$ cat config.mk
export PLATFORM = sky130hd
export DESIGN_NAME = uart_recv
export DESIGN_NICKNAME = d
export VERILOG_FILES = /design/src/rtl/uart_recv.sv
export SDC_FILE = /design/constraint.sdc
export NUM_CORES = 1
export LEC_CHECK = 0
export CAP_MARGIN = 0
export CORE_MARGIN = 1
export CORE_UTILIZATION = 64
export DETAILED_ROUTE_END_ITERATION = 6
export PLACE_DENSITY = 0.92
export SETUP_SLACK_MARGIN = 0.2
export SKIP_CTS_REPAIR_TIMING = 1
export SLEW_MARGIN = 0
export SYNTH_ARGS = -nofsm -noshare
export SYNTH_HDL_FRONTEND = slang
export SYNTH_SLANG_ARGS = --single-unit
export TNS_END_PERCENT = 1
$ cat constraint.sdc
create_clock -name clk_50mhz -period 7.8 [get_ports clk_50mhz]
set_input_delay 2.34 -clock clk_50mhz [delete_from_list [all_inputs] [get_ports clk_50mhz]]
set_output_delay 2.34 -clock clk_50mhz [all_outputs]
set_load 0.005 [all_outputs]
$ cat src/rtl/uart_recv.sv
// -----------------------------------------------------------------------------
// uart_recv -- 8N1 UART receiver, the receiving end of the uart_send line.
//
// rx_in is synchronised and then sampled 16 times per bit. Each bit is decided
// by a majority vote of the samples taken in slots 7, 8 and 9. Every finished
// frame produces a one-clock strobe: rx_done for a good stop bit, frame_err for
// a low stop bit. The baud index uses the same encoding as uart_send, so both
// ends can share one selector.
//
// Parameters
//   CLK_FREQ    system clock frequency in Hz
//   OVERSAMPLE  sample ticks per bit; fixed at 16, do not override
//
// Ports
//   clk_50mhz  in   1  system clock, rising edge
//   rst_n      in   1  asynchronous active-low reset
//   baud       in   3  0=9600 1=19200 2=38400 3=57600 4=115200, 5..7=9600
//   rx_in      in   1  serial line, asynchronous to the clock, idles high
//   rx_data    out  8  last correctly framed byte
//   rx_done    out  1  one-clock pulse: rx_data has just been updated
//   frame_err  out  1  one-clock pulse: stop bit sampled low, byte dropped
//   busy       out  1  high from start-bit detection until the frame completes
// -----------------------------------------------------------------------------
module uart_recv #(
  parameter int CLK_FREQ   = 50_000_000,
  parameter int OVERSAMPLE = 16
) (
  input  logic       clk_50mhz,
  input  logic       rst_n,
  input  logic [2:0] baud,
  input  logic       rx_in,
  output logic [7:0] rx_data,
  output logic       rx_done,
  output logic       frame_err,
  output logic       busy
);

  localparam int DIV_W      = 16;
  localparam int DIV_9600   = CLK_FREQ / (9600 * OVERSAMPLE);
  localparam int DIV_19200  = CLK_FREQ / (19200 * OVERSAMPLE);
  localparam int DIV_38400  = CLK_FREQ / (38400 * OVERSAMPLE);
  localparam int DIV_57600  = CLK_FREQ / (57600 * OVERSAMPLE);
  localparam int DIV_115200 = CLK_FREQ / (115200 * OVERSAMPLE);

  typedef enum logic [1:0] {
    IDLE  = 2'd0,
    START = 2'd1,
    DATA  = 2'd2,
    STOP  = 2'd3
  } state_t;

  // Clocks per oversample tick for a baud index; unused codes fall back to 9600.
  function automatic logic [DIV_W-1:0] baud_div(input logic [2:0] sel);
    logic [DIV_W-1:0] d;
    case (sel)
      3'd0:    d = DIV_W'(DIV_9600);
      3'd1:    d = DIV_W'(DIV_19200);
      3'd2:    d = DIV_W'(DIV_38400);
      3'd3:    d = DIV_W'(DIV_57600);
      3'd4:    d = DIV_W'(DIV_115200);
      default: d = DIV_W'(DIV_9600);
    endcase
    return d;
  endfunction

  // Two-out-of-three vote used to decide every bit.
  function automatic logic majority3(input logic a, input logic b, input logic c);
    return (a & b) | (a & c) | (b & c);
  endfunction

  logic             sync1_r;
  logic             rxs_r;
  logic             rxs_prev_r;
  state_t           state_r;
  state_t           state_n;
  logic [DIV_W-1:0] div_lat_r;
  logic [DIV_W-1:0] div_cnt_r;
  logic [3:0]       slot_r;
  logic [2:0]       bit_idx_r;
  logic             samp7_r;
  logic             samp8_r;
  logic [7:0]       shift_r;
  logic [7:0]       rx_data_r;
  logic             rx_done_r;
  logic             frame_err_r;
  logic             busy_r;

  logic             fall_s;
  logic             tick_s;
  logic             maj_s;
  logic             done_set_s;
  logic             err_set_s;

  // A start is only recognised on a real 1->0 transition of the synchronised line.
  assign fall_s = rxs_prev_r & ~rxs_r;
  // The tick runs only inside a frame; the divider is held at zero while idle.
  assign tick_s = (state_r != IDLE) && (div_cnt_r == (div_lat_r - DIV_W'(1)));
  // The slot-9 sample is the live synchronised value, so the vote resolves on that tick.
  assign maj_s  = majority3(samp7_r, samp8_r, rxs_r);

  // Two-flop synchroniser on rx_in plus the delayed copy for edge detection.
  always_ff @(posedge clk_50mhz or negedge rst_n) begin
    if (!rst_n) begin
      sync1_r    <= 1'b1;
      rxs_r      <= 1'b1;
      rxs_prev_r <= 1'b1;
    end else begin
      sync1_r    <= rx_in;
      rxs_r      <= sync1_r;
      rxs_prev_r <= rxs_r;
    end
  end

  // FSM state register.
  always_ff @(posedge clk_50mhz or negedge rst_n) begin
    if (!rst_n) begin
      state_r <= IDLE;
    end else begin
      state_r <= state_n;
    end
  end

  // FSM next-state logic and frame-end strobe requests.
  always_comb begin
    state_n    = state_r;
    done_set_s = 1'b0;
    err_set_s  = 1'b0;
    case (state_r)
      IDLE: begin
        if (fall_s) begin
          state_n = START;
        end else begin
          state_n = IDLE;
        end
      end
      START: begin
        // A start bit that reads high at mid-bit was only a glitch.
        if (tick_s && (slot_r == 4'd9) && maj_s) begin
          state_n = IDLE;
        end else if (tick_s && (slot_r == 4'd15)) begin
          state_n = DATA;
        end else begin
          state_n = START;
        end
      end
      DATA: begin
        if (tick_s && (slot_r == 4'd15) && (bit_idx_r == 3'd7)) begin
          state_n = STOP;
        end else begin
          state_n = DATA;
        end
      end
      STOP: begin
        // Leaving at mid-stop lets a back-to-back start edge be caught.
        if (tick_s && (slot_r == 4'd9)) begin
          state_n = IDLE;
          if (maj_s) begin
            done_set_s = 1'b1;
          end else begin
            err_set_s = 1'b1;
          end
        end else begin
          state_n = STOP;
        end
      end
      default: begin
        state_n = IDLE;
      end
    endcase
  end

  // Tick divider, slot/bit counters, sample capture and shift register.
  always_ff @(posedge clk_50mhz or negedge rst_n) begin
    if (!rst_n) begin
      div_lat_r <= DIV_W'(DIV_9600);
      div_cnt_r <= {DIV_W{1'b0}};
      slot_r    <= 4'd0;
      bit_idx_r <= 3'd0;
      samp7_r   <= 1'b1;
      samp8_r   <= 1'b1;
      shift_r   <= 8'h00;
    end else if (state_r == IDLE) begin
      div_cnt_r <= {DIV_W{1'b0}};
      slot_r    <= 4'd0;
      bit_idx_r <= 3'd0;
      // Baud is captured once per frame so a mid-frame change cannot disturb it.
      if (fall_s) begin
        div_lat_r <= baud_div(baud);
      end else begin
        div_lat_r <= div_lat_r;
      end
    end else if (tick_s) begin
      div_cnt_r <= {DIV_W{1'b0}};
      slot_r    <= slot_r + 4'd1;
      case (slot_r)
        4'd7: samp7_r <= rxs_r;
        4'd8: samp8_r <= rxs_r;
        4'd9: begin
          if (state_r == DATA) begin
            shift_r <= {maj_s, shift_r[7:1]};
          end else begin
            shift_r <= shift_r;
          end
        end
        4'd15: begin
          if (state_r == DATA) begin
            bit_idx_r <= bit_idx_r + 3'd1;
          end else begin
            bit_idx_r <= bit_idx_r;
          end
        end
        default: begin
          slot_r <= slot_r + 4'd1;
        end
      endcase
    end else begin
      div_cnt_r <= div_cnt_r + DIV_W'(1);
    end
  end

  // Registered outputs: strobes and busy change on the same edge as the FSM.
  always_ff @(posedge clk_50mhz or negedge rst_n) begin
    if (!rst_n) begin
      rx_data_r   <= 8'h00;
      rx_done_r   <= 1'b0;
      frame_err_r <= 1'b0;
      busy_r      <= 1'b0;
    end else begin
      rx_done_r   <= done_set_s;
      frame_err_r <= err_set_s;
      busy_r      <= (state_n != IDLE);
      if (done_set_s) begin
        rx_data_r <= shift_r;
      end else begin
        rx_data_r <= rx_data_r;
      end
    end
  end

  assign rx_data   = rx_data_r;
  assign rx_done   = rx_done_r;
  assign frame_err = frame_err_r;
  assign busy      = busy_r;

endmodule

### Yosys cells after proc, flatten, opt, wreduce, memory -nomap -nowiden

Cells that the tools add are included.

| operators by class | value |
|---|---|
| add/sub/neg operators | 4 |
| bitwise operators | 8 |
| reductions and logical operators | 16 |
| muxes and demuxes | 21 |
| eq/ne operators | 13 |

Operators by type and width:

| kind | number |
|---|---|
| $pmux W9 S4 | 1 |
| $mux W16 | 2 |
| $add A16 B1 Y16 const B | 1 |
| $eq A16 B16 Y1 | 1 |
| $sub A16 B1 Y16 const B | 1 |
| $eq A4 B4 Y1 const B | 3 |
| $mux W3 | 4 |
| $reduce_bool A2 Y1 | 5 |
| $reduce_and A3 Y1 | 3 |
| $mux W1 | 8 |
| $mux W4 | 2 |
| $pmux W2 S4 | 1 |
| $eq A3 B2 Y1 const B | 2 |
| $eq A3 B3 Y1 const B | 2 |
| $mux W2 | 3 |
| $logic_and A1 B1 Y1 | 5 |
| $add A4 B1 Y4 const B | 1 |
| $and A1 B1 Y1 | 4 |
| $eq A2 B2 Y1 const B | 2 |
| $eq A4 B3 Y1 const B | 1 |
| $reduce_and A4 Y1 | 1 |
| $add A3 B1 Y3 const B | 1 |
| $eq A3 B1 Y1 const B | 1 |
| $eq A2 B1 Y1 const B | 1 |
| 4 further kinds | 6 |

| storage, ports and cells | value |
|---|---|
| input bits | 6 |
| register bits | 65 |
| logic and storage cells | 77 |

### Logic depth before layout (Yosys ltp)

| logic depth | value |
|---|---|
| word-level depth | 8 |
| mapped depth | 9 |
| depth with buffers taken out | 8 |

### Least setup slack after synthesis

OpenSTA, ideal clock, no wires.

| path | value |
|---|---|
| path type | reg2reg |
| start point | register div_lat_r[1] |
| end point | register samp7_r |
| path slack | 4.727 ns |
| buffers on the path | 0 |
| setup time | 0.082 ns |
| data arrival time | 2.991 ns |
| stages on the path, launching flop included | 9 |
| clock period less this slack | 3.073 ns |
| cell sequence | dfrtp_1 inv_1 ha_1 or3b_4 or4_4 a2111oi_4 o211ai_2 or4_1 mux2_4 |

| between the ends | value |
|---|---|
| cells in the longest elaborated chain, start to end | 4 |

Ends and longest elaborated chain:

| element | line | RTL |
|---|---|---|
| start: declaration | 76 | `logic [DIV_W-1:0] div_lat_r;` |
| start signal: assignment | 175 | `div_lat_r <= DIV_W'(DIV_9600);` |
| start signal: assignment | 188 | `div_lat_r <= baud_div(baud);` |
| start signal: assignment | 190 | `div_lat_r <= div_lat_r;` |
| $sub A16 B1 Y16 | 97 | `assign tick_s = (state_r != IDLE) && (div_cnt_r == (div_lat_r - DIV_W'(1)));` |
| $eq A16 B16 Y1 | 97 |  |
| $logic_and A1 B1 Y1 | 97 |  |
| $reduce_and A3 Y1 (no line) | - |  |
| end signal: assignment | 196 | `4'd7: samp7_r <= rxs_r;` |
| end: declaration | 80 | `logic samp7_r;` |

Every way passes these cells.
A chain may end at the register's enable or synchronous reset.

### Final worst setup path

| path | value |
|---|---|
| start point | register div_lat_r[0] |
| end point | register div_cnt_r[10] |

| between the ends | value |
|---|---|
| cells in the longest elaborated chain, start to end | 5 |

Ends and longest elaborated chain:

| element | line | RTL |
|---|---|---|
| $sub A16 B1 Y16 | 97 |  |
| $eq A16 B16 Y1 | 97 |  |
| $logic_and A1 B1 Y1 | 97 |  |
| $mux W16 | 192 | `end else if (tick_s) begin` |
| $mux W16 | 182 | `end else if (state_r == IDLE) begin` |
| end signal: assignment | 176 | `div_cnt_r <= {DIV_W{1'b0}};` |
| end signal: assignment | 183 | `div_cnt_r <= {DIV_W{1'b0}};` |
| end signal: assignment | 193 | `div_cnt_r <= {DIV_W{1'b0}};` |
| end: declaration | 77 | `logic [DIV_W-1:0] div_cnt_r;` |

Every way passes these cells.

==> impl_metrics.py <==
metrics = {
    "clock_network": {
        "cts_max_path_buffers": 2,
        "root_buffer": "clkbuf_8",
        "cts_max_level": 3,
        "cts_tree": "built",
        "clk_latency_ns": 0.35,
        "cts_buffers": 9,
        "cts.sinks": 58,
        "clkTransAtPathRegs_ns": 0.07,
    },
    "drt": {
        "drt_iter0_drc": 184,
        "routed_via_density": 6.213,
        "vias": 2274,
        "ant_nets": 0,
        "drc": 5,
        "routedWlPerCell_um": 16.92,
        "firstDrtPassIters": 6,
        "drt-total-wl_mm": 6.191,
    },
    "timing": {
        "tns_ns": 0,
        "worst_pin_slew_ns": 1.090,
        "hold_viol_final": 0,
        "fin_ws_ns": 4.158,
        "rsz0062_at_grt": "no",
        "fin_crit_ns": 3.642,
        "hold_ws_ns": 0.3566,
        "fin_crit_sh": 0.4669,
        "drv_slew": 0,
        "setup_viol": 0,
        "timing.slew.headroom": 0.2685,
        "fin_skew_ns": 0.008380,
        "max_freq_mhz": 274.6,
    },
    "placed_design": {
        "place_worst_setup_slack_ns": 4.253,
        "dp_cells": 350,
        "io_buffers": 16,
        "gp_congestion": 0.9357,
        "dpl.hpwl_mm": 4.120,
    },
    "global_routing": {
        "first_global_vias": 2191,
        "grt.overflow.total": 0,
        "antenna_found_initial": 0,
        "grt_pass1_wl_mm": 10.59,
        "grt_usage": 0.2840,
        "grt_start_max_net_pins": 59,
    },
    "finish": {
        "final_common_cell": "dfrtp_1",
        "num-nets-final": 322,
        "finalNonFillerCells": 366,
        "antenna_cells": 0,
        "syn_to_final_growth_pct": 13.61,
        "drive_above_1_share": 0.1752,
        "final_cell_mix": "49 x dfrtp_1, 31 x nor2_1, 30 x nand2_1",
    },
    "yosys": {
        "synth_top_cell_by_area": "dfrtp_1",
        "synth_compound_area_frac": 0.09971,
        "ys_seq_area_frac": 0.4837,
        "netlist_top_cells_area": "dfrtp_1 41%, dfstp_2 7.8%, mux2_2 6.3%, xnor2_1 5.2%, nor2_1 3.8%",
        "yosysWarnings": 0,
        "synth_xor_area_frac": 0.07820,
        "syn_avg_cell_area_um2": 10.39,
        "yosys_most_used_dff": "dfrtp_1",
        "netlist_area_um2": 3024,
        "synth_top_family_by_area": "simple AND/OR/NAND/NOR gates",
        "synth_top_area_share": 0.4055,
        "synth_edf_count": 0,
        "synth_fp_nets": 304,
        "synthCells": 291,
        "synth.distinct_cells": 56,
        "async_reset_ff_frac": 1.000,
        "synth.mux.area_fraction": 0.08151,
        "ys_seq_elements": 58,
        "yosys.area_share.adder": 0.03227,
        "synthSimpleGateAreaFrac": 0.2019,
    },
    "critical_path": {
        "arrival_ns": 3.81,
        "cp-end-kind": "register",
        "critPathRequiredTime_ns": 7.97,
        "cp_cell_sequence": "inv_1, ha_1, or3b_4, or4_4, a2111oi_4, o211ai_2, o21ai_1, nor2_1",
        "slowest_delay_ns": 0.92,
        "cpMaxStageDelayCell": "o21ai_1",
        "path_class": "register to register",
        "startpoint_type": "register",
        "critPathMaxFanout": 16,
    },
    "floorplan": {
        "coreArea_um2": 4444,
        "die_w_um": 70.74,
        "dieHeight_um": 70.74,
        "initial_core_util": 0.6805,
        "ioPinCount": 17,
        "row_count": 24,
        "dieArea_um2": 5004,
    },
    "power": {
        "p_seq_frac": 0.425,
        "switching_power_mw": 0.3208,
        "p_comb_frac": 0.244,
        "power_switching_share": 0.3412,
        "p_clk_frac": 0.331,
        "internal-power_mw": 0.6193,
        "peakVddDrop_uv": 263.0,
        "power.leakage_nw": 1.570,
        "power_density_nw_per_um2": 273.6,
    },
    "outcome": {
        "violations": "design-rule violations",
        "status": "finished, violations left",
    },
    "flow_run": {
        "cap_violations": 0,
    },
    "worst_hold_path": {
        "min-delay-path-class": "register to register",
    },
}
## area by class of cell
| cell class | count | area (um2) |
|---|---|---|
| clock buffer | 9 | 123.9 |
| clock inverter | 7 | 102.6 |
| fill | 272 | 1008 |
| inverter | 7 | 26.28 |
| multi-input combinational | 216 | 1493 |
| sequential | 58 | 1463 |
| tap | 52 | 65.06 |
| timing repair buffer | 17 | 162.7 |
## logic make-up after synthesis
kind of cell | after synthesis
AND/OR/NAND/NOR | 118
flip-flops | 58
AO/OA/AOI/OAI | 41
XOR/XNOR | 27
multiplexers | 22
buffers and inverters | 17
adder cells (fa/ha/maj) | 8
## power by group through the flow
stage          clock network [mW]  logic (mW)  registers (mW)
6_report                    0.311       0.229           0.400
5_1_grt                     0.333       0.252           0.405
4_1_cts                     0.315       0.227           0.399
3_5_place_dp                    0       0.221           0.403
3_3_place_gp                    0       0.211           0.399
2_1_floorplan                   0       0.189           0.378
## synthesized netlist by cell type (4+ instances only)
cell type	number
xor2_1	9
and3_1	9
ha_1	7
nor3b_1	4
dfrtp_1	49
nand2_1	30
or4_1	4
o21ai_0	10
mux2_2	17
nand3_1	12
a21oi_1	8
nor3_1	6
xnor2_1	18
inv_1	7
nor2_1	31
clkbuf_1	6
dfstp_2	9
nand2b_1	5
mux2i_1	4
## metrics by stage
step | cell area [um2] | util | total power [mW]
after global routing | 3436 | 0.7731 | 0.9894
after detailed placement | 3209 | 0.7221 | 0.6234
after floorplan | 3024 | - | 0.5674
after global placement | 3209 | 0.7221 | 0.6102
final | 3436 | 0.7731 | 0.9400
after CTS | 3436 | 0.7731 | 0.9404
## state kept, by name, indices dropped and copies added, names as in the netlist
| signal | count |
|---|---|
| rxs_prev_r | 1 |
| rx_done | 1 |
| div_cnt_r | 16 |
| rx_data | 8 |
| samp8_r | 1 |
| shift_r | 8 |
| slot_r | 4 |
| rxs_r | 1 |
| busy | 1 |
| state_r | 2 |
| bit_idx_r | 3 |
| div_lat_r | 9 |
| sync1_r | 1 |
| samp7_r | 1 |
| frame_err | 1 |
## layer usage
metal	up-vias	wire, um	global-route usage
met5	-	0	0
met4	0	108	0.1222
met3	10	277	0.07265
met2	68	3124	0.4519
met1	1129	2681	0.3729
li1	1067	-	-
## worst max-delay path: cells and delay by family (launching register included)
kind                       cells  cell delay (ns)
DFF                            1             0.40
adders and majority gates      1             0.26
and+or+nand+nor                3             1.10
buffers and inverters          1             0.11
AOI/OAI and AO/OA              3             1.60
## final timing paths
| check | endpoint | slack (ns) | startpoint | depth (start not counted) |
|---|---|---|---|---|
| max | div_cnt_r[10] | 4.16 | div_lat_r[0] | 8 |
| min reg2reg | rxs_r | 0.36 | sync1_r | 0 |
| max in group asynchronous | div_cnt_r[1] | 5.19 | rst_n | 2 |
| min in group asynchronous | div_cnt_r[12] | 2.13 | rst_n | 2 |
| max reg2reg | div_cnt_r[10] | 4.16 | div_lat_r[0] | 8 |
| min | rxs_r | 0.36 | sync1_r | 0 |
No activity file was read; power rests on OpenSTA's default activity.
